`src/rtl/vga_timing_gen_if.sv`:
```
//------------------------------------------------------------------------------
// vga_timing_gen_if
// Bundles the pixel tick enable and all registered timing outputs of the
// VGA timing generator. The generator uses the master view; the downstream
// pixel pipeline observes everything through the slave view.
// Revision: 1.0 - initial release
//------------------------------------------------------------------------------
`default_nettype none

interface vga_timing_gen_if #(
  parameter int H_W = 11,
  parameter int V_W = 10
);
  logic           pix_ce;
  logic           h_sync;
  logic           v_sync;
  logic           display_en;
  logic           fetch_en;
  logic [H_W-1:0] h_count;
  logic [V_W-1:0] v_count;
  logic           line_start;
  logic           frame_start;

  modport master (
    input  pix_ce,
    output h_sync, v_sync, display_en, fetch_en,
    output h_count, v_count, line_start, frame_start
  );

  modport slave (
    input  pix_ce,
    input  h_sync, v_sync, display_en, fetch_en,
    input  h_count, v_count, line_start, frame_start
  );
endinterface

`default_nettype wire

```
`src/rtl/vga_timing_gen.sv`:
```
//------------------------------------------------------------------------------
// vga_timing_gen
// Parametrised VGA timing generator. A pixel counter pair (hc, vc) walks the
// full raster on every pix_ce tick; all decodes (syncs, display window,
// prefetch window, line/frame strobes) are registered from the pre-increment
// counter values so every output is mutually aligned, one tick behind hc/vc.
// Revision: 1.0 - initial release
//------------------------------------------------------------------------------
`default_nettype none

module vga_timing_gen #(
  parameter int H_ACTIVE = 800,
  parameter int H_FP     = 56,
  parameter int H_SYNC   = 120,
  parameter int H_BP     = 64,
  parameter int V_ACTIVE = 600,
  parameter int V_FP     = 37,
  parameter int V_SYNC   = 6,
  parameter int V_BP     = 23,
  parameter bit H_POL    = 1'b1,
  parameter bit V_POL    = 1'b1,
  parameter int H_W      = 11,
  parameter int V_W      = 10,
  parameter int PREFETCH = 2
) (
  input  wire logic        clk_in,
  input  wire logic        reset_n,
  vga_timing_gen_if.master bus
);

  // Raster geometry
  localparam int c_H_TOTAL  = H_ACTIVE + H_FP + H_SYNC + H_BP;
  localparam int c_V_TOTAL  = V_ACTIVE + V_FP + V_SYNC + V_BP;
  localparam int c_HS_START = H_ACTIVE + H_FP;
  localparam int c_HS_END   = H_ACTIVE + H_FP + H_SYNC;
  localparam int c_VS_START = V_ACTIVE + V_FP;
  localparam int c_VS_END   = V_ACTIVE + V_FP + V_SYNC;

  localparam logic [H_W-1:0] c_H_LAST = H_W'(c_H_TOTAL - 1);
  localparam logic [V_W-1:0] c_V_LAST = V_W'(c_V_TOTAL - 1);

  // The fetch counter pair starts PREFETCH pixels into line 0. PREFETCH is
  // smaller than the blanking width, so it never reaches past the first line.
  localparam logic [H_W-1:0] c_FH_RESET = H_W'(PREFETCH);

  // Reject configurations the counters or the prefetch window cannot hold
  if ((c_H_TOTAL - 1) >= (64'd1 << H_W)) begin : g_chk_hw
    $error("vga_timing_gen: H_W too narrow for H_TOTAL-1");
  end
  if ((c_V_TOTAL - 1) >= (64'd1 << V_W)) begin : g_chk_vw
    $error("vga_timing_gen: V_W too narrow for V_TOTAL-1");
  end
  if ((PREFETCH < 0) || (PREFETCH >= (H_FP + H_SYNC + H_BP))) begin : g_chk_pf
    $error("vga_timing_gen: PREFETCH must satisfy 0 <= PREFETCH < H_FP+H_SYNC+H_BP");
  end

  // Raster position counters and the look-ahead pair used for fetch_en
  logic [H_W-1:0] r_hc;
  logic [V_W-1:0] r_vc;
  logic [H_W-1:0] r_fhc;
  logic [V_W-1:0] r_fvc;

  // Registered outputs
  logic           r_h_sync;
  logic           r_v_sync;
  logic           r_display_en;
  logic           r_fetch_en;
  logic [H_W-1:0] r_h_count;
  logic [V_W-1:0] r_v_count;
  logic           r_line_start;
  logic           r_frame_start;

  // Next-state and decode wires
  logic [H_W-1:0] w_hc_next;
  logic [V_W-1:0] w_vc_next;
  logic [H_W-1:0] w_fhc_next;
  logic [V_W-1:0] w_fvc_next;
  logic           w_h_last;
  logic           w_v_last;
  logic           w_fh_last;
  logic           w_fv_last;
  logic           w_disp;
  logic           w_fetch;
  logic           w_hs_act;
  logic           w_vs_act;
  logic           w_hc_zero;
  logic           w_vc_zero;

  // Counter wrap logic for both the display and the look-ahead position
  always_comb begin
    w_h_last   = (r_hc  == c_H_LAST);
    w_v_last   = (r_vc  == c_V_LAST);
    w_fh_last  = (r_fhc == c_H_LAST);
    w_fv_last  = (r_fvc == c_V_LAST);

    w_hc_next  = w_h_last ? '0 : r_hc + 1'b1;
    w_vc_next  = r_vc;
    if (w_h_last) begin
      w_vc_next = w_v_last ? '0 : r_vc + 1'b1;
    end

    w_fhc_next = w_fh_last ? '0 : r_fhc + 1'b1;
    w_fvc_next = r_fvc;
    if (w_fh_last) begin
      w_fvc_next = w_fv_last ? '0 : r_fvc + 1'b1;
    end
  end

  // Region decodes from the pre-increment position; v_sync follows vc, which
  // only changes at the line wrap, so it switches with the hc=0 pixel
  always_comb begin
    w_disp    = (32'(r_hc)  < H_ACTIVE) && (32'(r_vc)  < V_ACTIVE);
    w_fetch   = (32'(r_fhc) < H_ACTIVE) && (32'(r_fvc) < V_ACTIVE);
    w_hs_act  = (32'(r_hc) >= c_HS_START) && (32'(r_hc) < c_HS_END);
    w_vs_act  = (32'(r_vc) >= c_VS_START) && (32'(r_vc) < c_VS_END);
    w_hc_zero = (r_hc == '0);
    w_vc_zero = (r_vc == '0);
  end

  // Position counters advance once per pixel tick
  always_ff @(posedge clk_in or negedge reset_n) begin
    if (!reset_n) begin
      r_hc  <= '0;
      r_vc  <= '0;
      r_fhc <= c_FH_RESET;
      r_fvc <= '0;
    end else if (bus.pix_ce) begin
      r_hc  <= w_hc_next;
      r_vc  <= w_vc_next;
      r_fhc <= w_fhc_next;
      r_fvc <= w_fvc_next;
    end
  end

  // Timing outputs load on each pixel tick and hold between ticks
  always_ff @(posedge clk_in or negedge reset_n) begin
    if (!reset_n) begin
      r_h_count    <= '0;
      r_v_count    <= '0;
      r_display_en <= 1'b0;
      r_fetch_en   <= 1'b0;
      r_h_sync     <= ~H_POL;
      r_v_sync     <= ~V_POL;
    end else if (bus.pix_ce) begin
      r_h_count    <= r_hc;
      r_v_count    <= r_vc;
      r_display_en <= w_disp;
      r_fetch_en   <= w_fetch;
      r_h_sync     <= w_hs_act ? H_POL : ~H_POL;
      r_v_sync     <= w_vs_act ? V_POL : ~V_POL;
    end
  end

  // Strobes pulse for one clock after a tick that loads hc=0; cleared on any
  // other edge so they never stretch across an idle pix_ce stretch
  always_ff @(posedge clk_in or negedge reset_n) begin
    if (!reset_n) begin
      r_line_start  <= 1'b0;
      r_frame_start <= 1'b0;
    end else begin
      r_line_start  <= bus.pix_ce && w_hc_zero;
      r_frame_start <= bus.pix_ce && w_hc_zero && w_vc_zero;
    end
  end

  assign bus.h_sync      = r_h_sync;
  assign bus.v_sync      = r_v_sync;
  assign bus.display_en  = r_display_en;
  assign bus.fetch_en    = r_fetch_en;
  assign bus.h_count     = r_h_count;
  assign bus.v_count     = r_v_count;
  assign bus.line_start  = r_line_start;
  assign bus.frame_start = r_frame_start;

endmodule

`default_nettype wire

```
`src/flat_wrapper.sv`:
```
// flat-port wrapper written by rule: the top's interface ports become plain ports
module vga_timing_gen_flat 
#(
  parameter int H_ACTIVE = 800,
  parameter int H_FP     = 56,
  parameter int H_SYNC   = 120,
  parameter int H_BP     = 64,
  parameter int V_ACTIVE = 600,
  parameter int V_FP     = 37,
  parameter int V_SYNC   = 6,
  parameter int V_BP     = 23,
  parameter bit H_POL    = 1'b1,
  parameter bit V_POL    = 1'b1,
  parameter int H_W      = 11,
  parameter int V_W      = 10,
  parameter int PREFETCH = 2
)
  (clk_in, reset_n, bus_pix_ce, bus_h_sync, bus_v_sync, bus_display_en, bus_fetch_en, bus_h_count, bus_v_count, bus_line_start, bus_frame_start);
  vga_timing_gen_if #(.H_W(H_W), .V_W(V_W)) bus_i ();
  input  wire logic clk_in;
  input  wire logic reset_n;
  input wire logic [$bits(bus_i.pix_ce)-1:0] bus_pix_ce;
  output wire logic [$bits(bus_i.h_sync)-1:0] bus_h_sync;
  output wire logic [$bits(bus_i.v_sync)-1:0] bus_v_sync;
  output wire logic [$bits(bus_i.display_en)-1:0] bus_display_en;
  output wire logic [$bits(bus_i.fetch_en)-1:0] bus_fetch_en;
  output wire logic [$bits(bus_i.h_count)-1:0] bus_h_count;
  output wire logic [$bits(bus_i.v_count)-1:0] bus_v_count;
  output wire logic [$bits(bus_i.line_start)-1:0] bus_line_start;
  output wire logic [$bits(bus_i.frame_start)-1:0] bus_frame_start;
  assign bus_i.pix_ce = bus_pix_ce;
  assign bus_h_sync = bus_i.h_sync;
  assign bus_v_sync = bus_i.v_sync;
  assign bus_display_en = bus_i.display_en;
  assign bus_fetch_en = bus_i.fetch_en;
  assign bus_h_count = bus_i.h_count;
  assign bus_v_count = bus_i.v_count;
  assign bus_line_start = bus_i.line_start;
  assign bus_frame_start = bus_i.frame_start;
  vga_timing_gen #(.H_ACTIVE(H_ACTIVE), .H_FP(H_FP), .H_SYNC(H_SYNC), .H_BP(H_BP), .V_ACTIVE(V_ACTIVE), .V_FP(V_FP), .V_SYNC(V_SYNC), .V_BP(V_BP), .H_POL(H_POL), .V_POL(V_POL), .H_W(H_W), .V_W(V_W), .PREFETCH(PREFETCH)) u_core (.clk_in(clk_in), .reset_n(reset_n), .bus(bus_i));
endmodule
```
`config.mk`:
```
export PLATFORM = sky130hd
export DESIGN_NAME = vga_timing_gen_flat
export DESIGN_NICKNAME = d
export VERILOG_FILES = /design/src/rtl/vga_timing_gen_if.sv /design/src/rtl/vga_timing_gen.sv /design/src/flat_wrapper.sv
export SDC_FILE = /design/constraint.sdc
export NUM_CORES = 1
export LEC_CHECK = 0
export ABC_AREA = 1
export CORE_MARGIN = 4
export CORE_UTILIZATION = 45
export CTS_CLUSTER_DIAMETER = 60
export DETAILED_ROUTE_END_ITERATION = 8
export GPL_TIMING_DRIVEN = 0
export PLACE_DENSITY_LB_ADDON = 0.05
export SLEW_MARGIN = 20
export SYNTH_ARGS = -nofsm -noshare
export SYNTH_HDL_FRONTEND = slang
export SYNTH_SLANG_ARGS = --single-unit
```
`constraint.sdc`:
```
create_clock -name clk_in -period 4.85 [get_ports clk_in]
set_clock_uncertainty 0.05 [all_clocks]
set_input_delay 1.455 -clock clk_in [delete_from_list [all_inputs] [get_ports clk_in]]
set_output_delay 1.455 -clock clk_in [all_outputs]
set_load 0.005 [all_outputs]
```
# Word-level counts from Yosys, hierarchy flattened
# Index checks and enable logic that the tools add are counted.
dict set report classes {
  addsub 4
  muxes 6
  div 0
  n_shift 0
  bitwise_logic 0
  multipliers 0
  order_cmp 8
  eq_ne 4
  reduce_logical 10
}
# op count
set op_table {}
lappend op_table {{11-bit by 10-bit < comparator with 1-bit output, second input constant} 3}
lappend op_table {{10-bit < comparator, second input constant} 3}
lappend op_table {{11-bit by 1-bit adder with 11-bit output, second input constant} 2}
lappend op_table {{11-bit == test, second input constant} 2}
lappend op_table {{11-bit two-way mux} 2}
lappend op_table {{10-bit by 1-bit adder with 10-bit output, second input constant} 2}
lappend op_table {{10-bit == test, second input constant} 2}
lappend op_table {{10-bit two-way mux} 2}
lappend op_table {{11-bit by 10-bit >= comparator with 1-bit output, second input constant} 1}
lappend op_table {{11-bit logical NOT} 1}
lappend op_table {{10-bit >= comparator, second input constant} 1}
lappend op_table {{10-bit logical NOT} 1}
lappend op_table {{1-bit logical AND} 6}
lappend op_table {{2-bit AND reduction} 2}
lappend op_table {{1-bit two-way mux} 2}
dict set report totals {
  latchBits 0
  memories 0
  mem_bits_rw 0
  out_inout_bits 27
  wordCells 44
  register_bits 69
  romBits 0
  inputBits 3
}

# Depth between registers and ports, before layout
dict set report depth {
  depth_word 3
  ltp_mapped 9
  ltp_nobuf 9
}

# Worst setup path before layout
# Ideal clock, no wire load.
dict set report synth_path {
  path_type {input to register}
  start {in bus_pix_ce}
  end {reg u_core.r_fhc[10]}
  path_stages 8
  required_time_ns 4.680
  path_slack_ns 2.446
  n_path_buf 1
  arrival_time_ns 2.234
  setup_ns 0.120
  cell_sequence {buf_4 nand2_1 nor2_1 nand2_1 nor2_1 nand2_1 o21ai_0 nor2_1}
}
# item line
set synth_rtl {}
lappend synth_rtl {{from (decl)} flat_wrapper.sv:22} ;# input wire logic [$bits(bus_i.pix_ce)-1:0] bus_pix_ce;
lappend synth_rtl {{to (signal assigned)} vga_timing_gen.sv:125} ;# r_fhc <= c_FH_RESET;
lappend synth_rtl {{to (signal assigned)} vga_timing_gen.sv:130} ;# r_fhc <= w_fhc_next;
lappend synth_rtl {{to (decl)} vga_timing_gen.sv:60} ;# logic [H_W-1:0] r_fhc;

# Worst setup path in the final report
dict set report layout_path {
  start {reg u_core.r_v_count[8], in the netlist u_core.bus.v_count[8]}
  end {out bus_v_count[8]}
}
# item line
set layout_rtl {}
lappend layout_rtl {{from (decl)} vga_timing_gen.sv:69} ;# logic [V_W-1:0] r_v_count;
lappend layout_rtl {{from (signal assigned)} vga_timing_gen.sv:146} ;# r_v_count <= r_vc;
lappend layout_rtl {{to (decl)} flat_wrapper.sv:28} ;# output wire logic [$bits(bus_i.v_count)-1:0] bus_v_count;
# No word-level cell between the ends.

==> flow_metrics.py <==
metrics = {
    "outcome": {
        "status": "complete, no violations",
    },
    "worst_setup_path": {
        "crit_path_start_kind": "flip-flop",
        "worstSetupPathType": "reg2out",
        "cp_num_cells": 1,
        "path_max_fanout": 2,
        "cp.arrival_ns": 1.23,
        "cp_cell_sequence": "clkdlybuf4s50_1",
        "r2r_cells": 8,
        "endpoint_kind": "primary output",
        "cp.required_ns": 3.35,
        "crit_family": "buffers and inverters",
        "critical_path.slowest_cell": "clkdlybuf4s50_1",
        "r2r-start": "u_core.r_fhc[1]",
        "critical_path_buf_inv_count": 1,
        "max_stage_delay_ns": 0.51,
        "setup.worst_path.start": "u_core.bus.v_count[8]",
    },
    "placed_design": {
        "placed_area_um2": 4025,
        "numPlacedInstances": 593,
        "gp_congestion": 0.8960,
        "io_buffer_count": 28,
        "dp_hpwl_um": 5932,
    },
    "drt": {
        "vias": 3036,
        "vias_per_cell": 4.985,
        "drtIter0Drc": 145,
        "drc_errors": 0,
        "wirelength_um": 8105,
        "wire_per_inst_um": 13.31,
        "antenna_left": 0,
        "firstDrtPassIters": 4,
    },
    "clock_network": {
        "clkTransAtPathRegs_ns": 0.07,
        "clk_latency_ns": 0.34,
        "post_cts_resized": 0,
        "cts_tree": "done",
        "postCtsHoldBufs": 0,
        "cts.sink_count": 69,
        "cts_htree_levels": 3,
        "cts_made_buffers": 9,
        "clockRootBuffer": "clkbuf_8",
        "postCtsSetupBuffers": 0,
        "clockBufferDepth": 2,
    },
    "sta": {
        "slew_viol_final": 0,
        "min_period_over_period": 0.5638,
        "period_minus_slack_ns": 2.735,
        "relSlewSlack": 0.6322,
        "max_slew.worst_pin.slew_ns": 0.5517,
        "whs_ns": 0.4241,
        "setup_viol": 0,
        "fmax_mhz": 365.7,
        "hold_viol": 0,
        "rsz0062_at_grt": "no",
        "setup-tns-final_ns": 0,
    },
    "min_path": {
        "holdCritPathClass": "reg2reg",
        "min_delay_path_depth": 2,
        "min_from": "u_core.bus.h_count[5]",
    },
    "synthesis": {
        "netlist_instances": 462,
        "syn_nets": 474,
        "async_reset_ff_frac": 1.000,
        "synth_edf_count": 0,
        "yosys-top-cells-area": "dfrtp_1 (47%), nand2_1 (13%), inv_1 (5.8%)",
        "synth_top_cell_area_share": 0.4727,
        "syn_area_um2": 3600,
        "synthFlopType": "dfrtp_1",
        "synth_common_cells": "nand2_1 (128), dfrtp_1 (68), inv_1 (56)",
        "synth.distinct_cells": 28,
        "ys_warn_count": 0,
        "yosys.area.top_type": "dfrtp_1",
        "post-synth-top-count-cell": "nand2_1",
        "ys_ff_latch": 69,
        "avgSynthCellArea_um2": 7.792,
        "ys_seq_area_frac": 0.4800,
    },
    "flow_run": {
        "cap_violations": 0,
    },
    "layout": {
        "multi_input_area_um2": 1583,
        "antenna_cells": 0,
        "register_area_um2": 1728,
        "final_cell_area_um2": 4203,
        "fin_nets": 514,
        "final_cell_count_no_fill": 609,
        "syn2layout_area_growth_pct": 16.75,
        "fillers": 777,
        "layout-drive-gt1-share": 0.08087,
    },
    "global_routing": {
        "grt_pass1_vias": 2930,
        "antenna_found_initial": 0,
        "grt_max_degree": 36,
        "grt_pass1_wl_um": 14100,
        "overflow": 0,
        "grtUsageTotal": 0.1821,
    },
    "floorplanning": {
        "die_h_um": 97.44,
        "initial_utilization": 0.4634,
        "core_um2": 7767,
        "die_w_um": 97.44,
        "row_count": 32,
        "die_area_um2": 9495,
        "ios": 30,
    },
    "power_and_ir_drop": {
        "power_mw": 1.590,
        "power.leakage_nw": 2.077,
        "power_density_nw_per_um2": 378.2,
        "ir_drop_v": 0.0001794,
    },
}
cells by family (layout without fill, tap and decap cells):
group / count (synthesis) / count (layout) / synth area share
XOR/XNOR: 12 / 12 / 0.02920
AND/OR/NAND/NOR: 251 / 251 / 0.2996
adder cells (fa/ha/maj): 9 / 9 / 0.03128
flip-flops: 69 / 69 / 0.4800
AO/OA/AOI/OAI: 53 / 53 / 0.07960
buffers and inverters: 68 / 113 / 0.08029
metrics by stage:
| stage | setup slack, ns | util |
|---|---|---|
| after floorplan | 2.446 | - |
| after global placement | -0.1348 | 0.5159 |
| after detailed placement | 2.233 | 0.5182 |
| after CTS | 2.093 | 0.5411 |
| after global routing | 2.065 | 0.5411 |
| final | 2.115 | 0.5411 |
area by class of cell:
type	instances	share of cell area
Sequential cell	69	0.4111
Multi-Input combinational cell	325	0.3766
Timing Repair Buffer	29	0.07085
Inverter	58	0.05418
Clock buffer	12	0.03692
Tap cell	102	0.03037
Buffer	10	0.01459
Clock inverter	4	0.005359
path summary, 6_finish.rpt:
| kind | to | slack (ns) |
|---|---|---|
| setup / recovery | bus_v_count[8] | 2.12 |
| hold / removal | u_core.bus.h_count[5] | 0.42 |
| hold reg to reg | u_core.bus.h_count[5] | 0.42 |
| setup reg to reg | u_core.r_fvc[7] | 3.07 |
| max in group asynchronous | u_core.r_fhc[1] | 3.13 |
| min in group asynchronous | u_core.r_fhc[7] | 1.01 |
metal layers:
layer  share of wire  GRT usage  vias up
li1                -          -     1556
met1            0.47     0.2483     1402
met2            0.47     0.2936       71
met3           0.042    0.03230        7
met4           0.010    0.06070        0
met5               0          0        -
registers in the layout, summed over array words and instances, names as in the netlist:
register,cells
u_core.bus.fetch_en,1
u_core.bus.v_sync,1
u_core.bus.line_start,1
u_core.bus.h_count,11
u_core.r_vc,10
u_core.bus.h_sync,1
u_core.r_fhc,11
u_core.bus.display_en,1
u_core.bus.frame_start,1
u_core.bus.v_count,10
u_core.r_hc,11
u_core.r_fvc,10
cells in the final DEF (no fill, tap or decap), types with 4 or more instances in the layout:
cell,n
nand2_1,128
dfrtp_1,68
inv_1,56
nor2_1,49
nand3_1,41
o21ai_0,39
clkdlybuf4s50_1,27
xor2_1,12
nand4_1,11
clkbuf_8,11
nor3_1,10
ha_1,9
a21oi_1,7
buf_2,4
clkbuf_1,4
o21ai_2,4
power by group:
part | leakage (nW) | total (mW) | switching [mW] | internal [mW]
combinational | 1.14 | 0.371 | 0.206 | 0.165
clock | 0.0921 | 0.429 | 0.218 | 0.211
sequential | 0.843 | 0.789 | 0.104 | 0.686
total | 2.08 | 1.59 | 0.527 | 1.06
Power figures use the tool's default switching activity.
==> variant 1, RTL diff (same settings) <==
`V_W` is set to 10 in 3 places; all go to 12.
--- a/src/rtl/vga_timing_gen_if.sv
+++ b/src/rtl/vga_timing_gen_if.sv
@@ -9,7 +9,7 @@
 
 interface vga_timing_gen_if #(
   parameter int H_W = 11,
-  parameter int V_W = 10
+  parameter int V_W = 12
 );
   logic           pix_ce;
   logic           h_sync;
--- a/src/rtl/vga_timing_gen.sv
+++ b/src/rtl/vga_timing_gen.sv
@@ -20,7 +20,7 @@
   parameter bit H_POL    = 1'b1,
   parameter bit V_POL    = 1'b1,
   parameter int H_W      = 11,
-  parameter int V_W      = 10,
+  parameter int V_W      = 12,
   parameter int PREFETCH = 2
 ) (
   input  wire logic        clk_in,
--- a/src/flat_wrapper.sv
+++ b/src/flat_wrapper.sv
@@ -12,7 +12,7 @@
   parameter bit H_POL    = 1'b1,
   parameter bit V_POL    = 1'b1,
   parameter int H_W      = 11,
-  parameter int V_W      = 10,
+  parameter int V_W      = 12,
   parameter int PREFETCH = 2
 )
   (clk_in, reset_n, bus_pix_ce, bus_h_sync, bus_v_sync, bus_display_en, bus_fetch_en, bus_h_count, bus_v_count, bus_line_start, bus_frame_start);
Interface: changed (resized bus_v_count); port bits go from 30 to 32. The function was not compared with the original's and may differ.
==> variant 1 against the unedited design <==
  * Hold slack better by 0.0033 ns
  * Routed wire length increased by 13%
  * Sequential cell count rose by 6
  * Die area is 11% higher
  * Synthesized area is 12% higher
  * Setup slack worse by 0.0020 ns
  * Cell area grew 13%
  * Critical path type unchanged
Power is not compared: it rests on default switching activity, and its combinational part moved more than twofold at a synthesized area within 25%.
==> variant 1: results (changes against the unedited design) <==
Run status
Outcome: complete, no violations (unchanged).

Critical path
The largest driver fanout on the critical path is 2 (unchanged). The end of the worst register-to-register path is u_core.r_fvc[7]$_DFFE_PN0P_ (unchanged). The arrival time at the worst endpoint is 1.23 ns (about the same).

The number of cells traversed by the worst register-to-register path is 9 (was 8). The worst setup slack for register-to-register paths is 3.12 ns (was 3.07 ns). For this run, the slowest stage of the critical path takes 0.52 ns.

Yosys
The part of the Yosys area used for sequential elements came to 46.4% (was 48.0%). Most area-consuming cells after synthesis: sky130_fd_sc_hd__dfrtp_1 (46%), sky130_fd_sc_hd__nand2_1 (14%), sky130_fd_sc_hd__nand3_1 (6.7%), sky130_fd_sc_hd__inv_1 (6.4%), sky130_fd_sc_hd__nor2_1 (5.6%) (was sky130_fd_sc_hd__dfrtp_1 (47%), sky130_fd_sc_hd__nand2_1 (13%), sky130_fd_sc_hd__inv_1 (5.8%), sky130_fd_sc_hd__nand3_1 (5.7%), sky130_fd_sc_hd__o21ai_0 (5.4%)). Commonest cells in the netlist: sky130_fd_sc_hd__nand2_1 (147), sky130_fd_sc_hd__dfrtp_1 (74), sky130_fd_sc_hd__inv_1 (69) (was sky130_fd_sc_hd__nand2_1 (128), sky130_fd_sc_hd__dfrtp_1 (68), sky130_fd_sc_hd__inv_1 (56)). The count of unique library cells instantiated by Yosys is 28 (unchanged).

The mean instance size in the synthesized netlist is 7.57 sq um (was 7.79 sq um). The net count of the mapped netlist is 547 (was 474).

STA
The transition time at the pin with the least slew margin was 0.470 ns (was 0.552 ns). The hold slack was 0.427 ns (was 0.424 ns).

Place
The sum of net half-perimeters after detailed placement is 6720 microns (was 5930 microns). The routability congestion estimate from global placement is 0.913 (was 0.896). The number of cells after detailed placement is 674 (was 593).

The number of I/O port buffers came to 30 (was 28).

Route
The number of design-rule violations left by the first detailed-router iteration is 144 (was 145). The via count is 3419 (was 3036). The length of the first detailed-routing pass in iterations is 5 (was 4).

The vias per cell is 4.96 (was 4.99). The routed wirelength normalized by instance count is 13.3 microns (about the same).

Pwr
The leakage power figure is 2.36 nW.

GRT
The largest net degree at the start of global routing is 46 (was 36). The first-pass GRT wire length is 15800 microns (was 14100 microns). The overall routing resource usage is 19.1% (was 18.2%).

The number of global-route vias before repair came to 3349 (was 2930).

Cells and area
The fraction of final layout cells with drive strength greater than 1 is 7.56% (was 8.09%). The number of inserted filler cells in the final layout came to 849 (was 777). The net total in the final layout was 589 (was 514).

Min path
The source of the worst hold timing path is u_core.bus.h_count[7]$_DFFE_PN0P_ (was u_core.bus.h_count[5]$_DFFE_PN0P_). The capture endpoint of the worst hold path is u_core.bus.h_count[7]$_DFFE_PN0P_ (was u_core.bus.h_count[5]$_DFFE_PN0P_).

Clock network
The count of cells resized by post-cts repair is 0 (unchanged).
[variant 1: report_power, final]
part / leakage [nW] / switching, W / total (W) / internal [W]
sequential: 0.944 / 0.000212 / 0.00105 / 0.000840
clock: 0.113 / 0.000234 / 0.000551 / 0.000318
combinational: 1.30 / 0.000498 / 0.000876 / 0.000378
[variant 1: layer usage]
metal,GRT usage [%],up-vias,routed length (microns)
li1,-,1777,-
met3,4.26,9,267
met2,30.2,40,4250
met4,6.97,0,127
met1,25.9,1593,4520
met5,0,-,0
[variant 1: cell type report]
cell class	count	share of cell area [%]
Sequential cell	75	39.6
Tap cell	108	2.85
Inverter	71	5.63
Timing Repair Buffer	31	6.87
Multi-Input combinational cell	375	38.2
Clock buffer	12	3.28
Clock inverter	4	1.53
Buffer	14	1.98
[variant 1: per-stage QoR]
step	total power (W)	area, sq um	util (%)	worst slack [ns]
CTS	0.00251	4740	54.3	2.09
floorplan	0.00161	4050	-	2.43
global placement	0.00192	4480	51.4	-0.504
detailed placement	0.00194	4510	51.7	2.15
finish	0.00248	4740	54.3	2.11
global route	0.00271	4740	54.3	2.04
[variant 1: worst max-delay path by stage]
stage	start	to	slack (ns)	cells after the start
2_1_floorplan	bus_pix_ce	u_core.r_hc[9]$_DFFE_PN0P_	2.43	8
6_report	u_core.bus.v_count[7]$_DFFE_PN0P_	bus_v_count[7]	2.11	1
4_1_cts	u_core.bus.v_count[7]$_DFFE_PN0P_	bus_v_count[7]	2.09	1
3_5_place_dp	bus_pix_ce	u_core.r_hc[9]$_DFFE_PN0P_	2.15	8
5_1_grt	u_core.bus.h_count[1]$_DFFE_PN0P_	bus_h_count[1]	2.04	1
3_3_place_gp	reset_n	u_core.bus.h_count[5]$_DFFE_PN0P_	-0.50	1
[variant 1: logic make-up (layout without fill, tap and decap cells)]
| family | Yosys count | after routing | synth area share, % |
|---|---|---|---|
| adder cells (fa/ha/maj) | 9 | 9 | 2.78 |
| AO/OA/AOI/OAI | 60 | 60 | 8.13 |
| buffers and inverters | 85 | 132 | 8.90 |
| AND/OR/NAND/NOR | 291 | 291 | 30.6 |
| flip-flops | 75 | 75 | 46.4 |
| XOR/XNOR | 15 | 15 | 3.24 |
==> variant 2, RTL diff (same settings) <==
Without the edit above. Make the reset (`reset_n`) synchronous in 3 clocked blocks.
--- a/src/rtl/vga_timing_gen.sv
+++ b/src/rtl/vga_timing_gen.sv
@@ -118,7 +118,7 @@
   end
 
   // Position counters advance once per pixel tick
-  always_ff @(posedge clk_in or negedge reset_n) begin
+  always_ff @(posedge clk_in) begin
     if (!reset_n) begin
       r_hc  <= '0;
       r_vc  <= '0;
@@ -133,7 +133,7 @@
   end
 
   // Timing outputs load on each pixel tick and hold between ticks
-  always_ff @(posedge clk_in or negedge reset_n) begin
+  always_ff @(posedge clk_in) begin
     if (!reset_n) begin
       r_h_count    <= '0;
       r_v_count    <= '0;
@@ -153,7 +153,7 @@
 
   // Strobes pulse for one clock after a tick that loads hc=0; cleared on any
   // other edge so they never stretch across an idle pix_ce stretch
-  always_ff @(posedge clk_in or negedge reset_n) begin
+  always_ff @(posedge clk_in) begin
     if (!reset_n) begin
       r_line_start  <= 1'b0;
       r_frame_start <= 1'b0;
Check against the original RTL: differs if reset_n is asserted again (counterexample within 4 cycles, from zero or initial values and one cycle with reset_n low); with reset_n held inactive, the same outputs for 10 cycles.
==> variant 2 against the unedited design <==
  * Setup slack got worse by 0.033 ns
  * Core utilization rose by 1.4 points
  * Sequential cell count unchanged
  * Count of clock-buffer cells in the layout is the same
  * Synthesized area is 4.7% lower
  * Cell area decreased by 3.1%
  * Routed wire length is 8.1% higher
  * Via count rose by 6.6%
  * Non-clock buffer count up 3
  * Cell count is 5.1% higher
Power is not compared: it rests on default switching activity, and its combinational part moved more than twofold at a synthesized area within 25%.
==> variant 2: results (changes against the unedited design) <==
Critical path
The destination of the critical timing path is u_core.r_hc[5]$_SDFFE_PN0P_ (was bus_v_count[8]). The source of the critical timing path was reset_n (was u_core.bus.v_count[8]$_DFFE_PN0P_). The arrival time at the worst endpoint is 2.93 ns (was 1.23 ns).

The peak per-stage delay on the critical path is 0.59 ns (was 0.51 ns). The end of the worst register-to-register path was u_core.r_fvc[9]$_SDFFE_PN0P_ (was u_core.r_fvc[7]$_DFFE_PN0P_). The start-to-end type of the worst setup path is input port to flip-flop (was flip-flop to output pin).

The largest driver fanout on the critical path is 10 (was 2).

Route
The routed wirelength normalized by instance count was 13.7 microns (was 13.3 microns). The number of design-rule violations left by the first detailed-router iteration was 130 (was 145).

Place
The number of I/O port buffers is 29 (was 28). The number of cells after detailed placement is 624 (was 593). The sum of net half-perimeters after detailed placement is 6300 microns (was 5930 microns).

The worst slack at placement was 1.71 ns (was 2.23 ns). The area of placed instances is 0.00385 sq mm (was 0.00403 sq mm).

GRT
The overall routing resource usage is 20.9% (was 18.2%).

Yosys
The synthesized-area fraction occupied by ao, oa, aoi and oai cells is 11.3% (was 7.96%). Commonest cells in the netlist: sky130_fd_sc_hd__nand2_1 (109), sky130_fd_sc_hd__nor2_1 (82), sky130_fd_sc_hd__dfxtp_1 (69) (was sky130_fd_sc_hd__nand2_1 (128), sky130_fd_sc_hd__dfrtp_1 (68), sky130_fd_sc_hd__inv_1 (56)). The count of unique library cells instantiated by Yosys came to 36 (was 28).

The parity-gate share of the synthesized area counting xor and xnor cells came to 2.55% (was 2.92%). The net count of the mapped netlist is 508 (was 474). The primary flip-flop cell chosen by synthesis mapping is sky130_fd_sc_hd__dfxtp_1 (was sky130_fd_sc_hd__dfrtp_1).

The part of the Yosys area used for sequential elements is 40.2% (was 48.0%).

Run status
Outcome: complete, no violations (unchanged).

Cells and area
The net total in the final layout is 548 (was 514). The fraction of final layout cells with drive strength greater than 1 is 9.61% (was 8.09%). The number of inserted filler cells in the final layout is 715 (was 777).

STA
The relative max-transition margin is 59.4% (was 63.2%). The post-layout worst setup margin is 2.08 ns (was 2.12 ns).

Min path
The capture endpoint of the worst hold path is u_core.bus.h_count[0]$_SDFFE_PN0P_ (was u_core.bus.h_count[5]$_DFFE_PN0P_).
-- variant 2: cell types whose count changed after synthesis, sizes merged, moves of 3 or more --
cell	delta
buf	+3
a21oi	+29
nor2	+37
nor3	+8
dfxtp	+69
a211oi	+3
nand4	-5
dfrtp	-68
nand3	-15
o21ai	-12
xor2	-3
nand2	-15
-- variant 2: layout make-up --
| type | instances | area [sq um] | area share, % |
|---|---|---|---|
| inverter | 59 | 221 | 5.44 |
| clock buffer | 12 | 155 | 3.81 |
| multi-input combinational | 355 | 1760 | 43.2 |
| clock inverter | 4 | 70.1 | 1.72 |
| sequential | 69 | 1380 | 33.9 |
| timing repair buffer | 29 | 290 | 7.13 |
| tap | 99 | 124 | 3.04 |
| buffer | 13 | 68.8 | 1.69 |
-- variant 2: per-layer routing --
layer,GRT usage (%),part of all wire (%),vias to the layer above
met3,5.05,4.0,13
met2,32.6,44,58
met1,28.4,50,1497
met5,0,0,-
li1,-,-,1669
met4,6.85,1.8,0
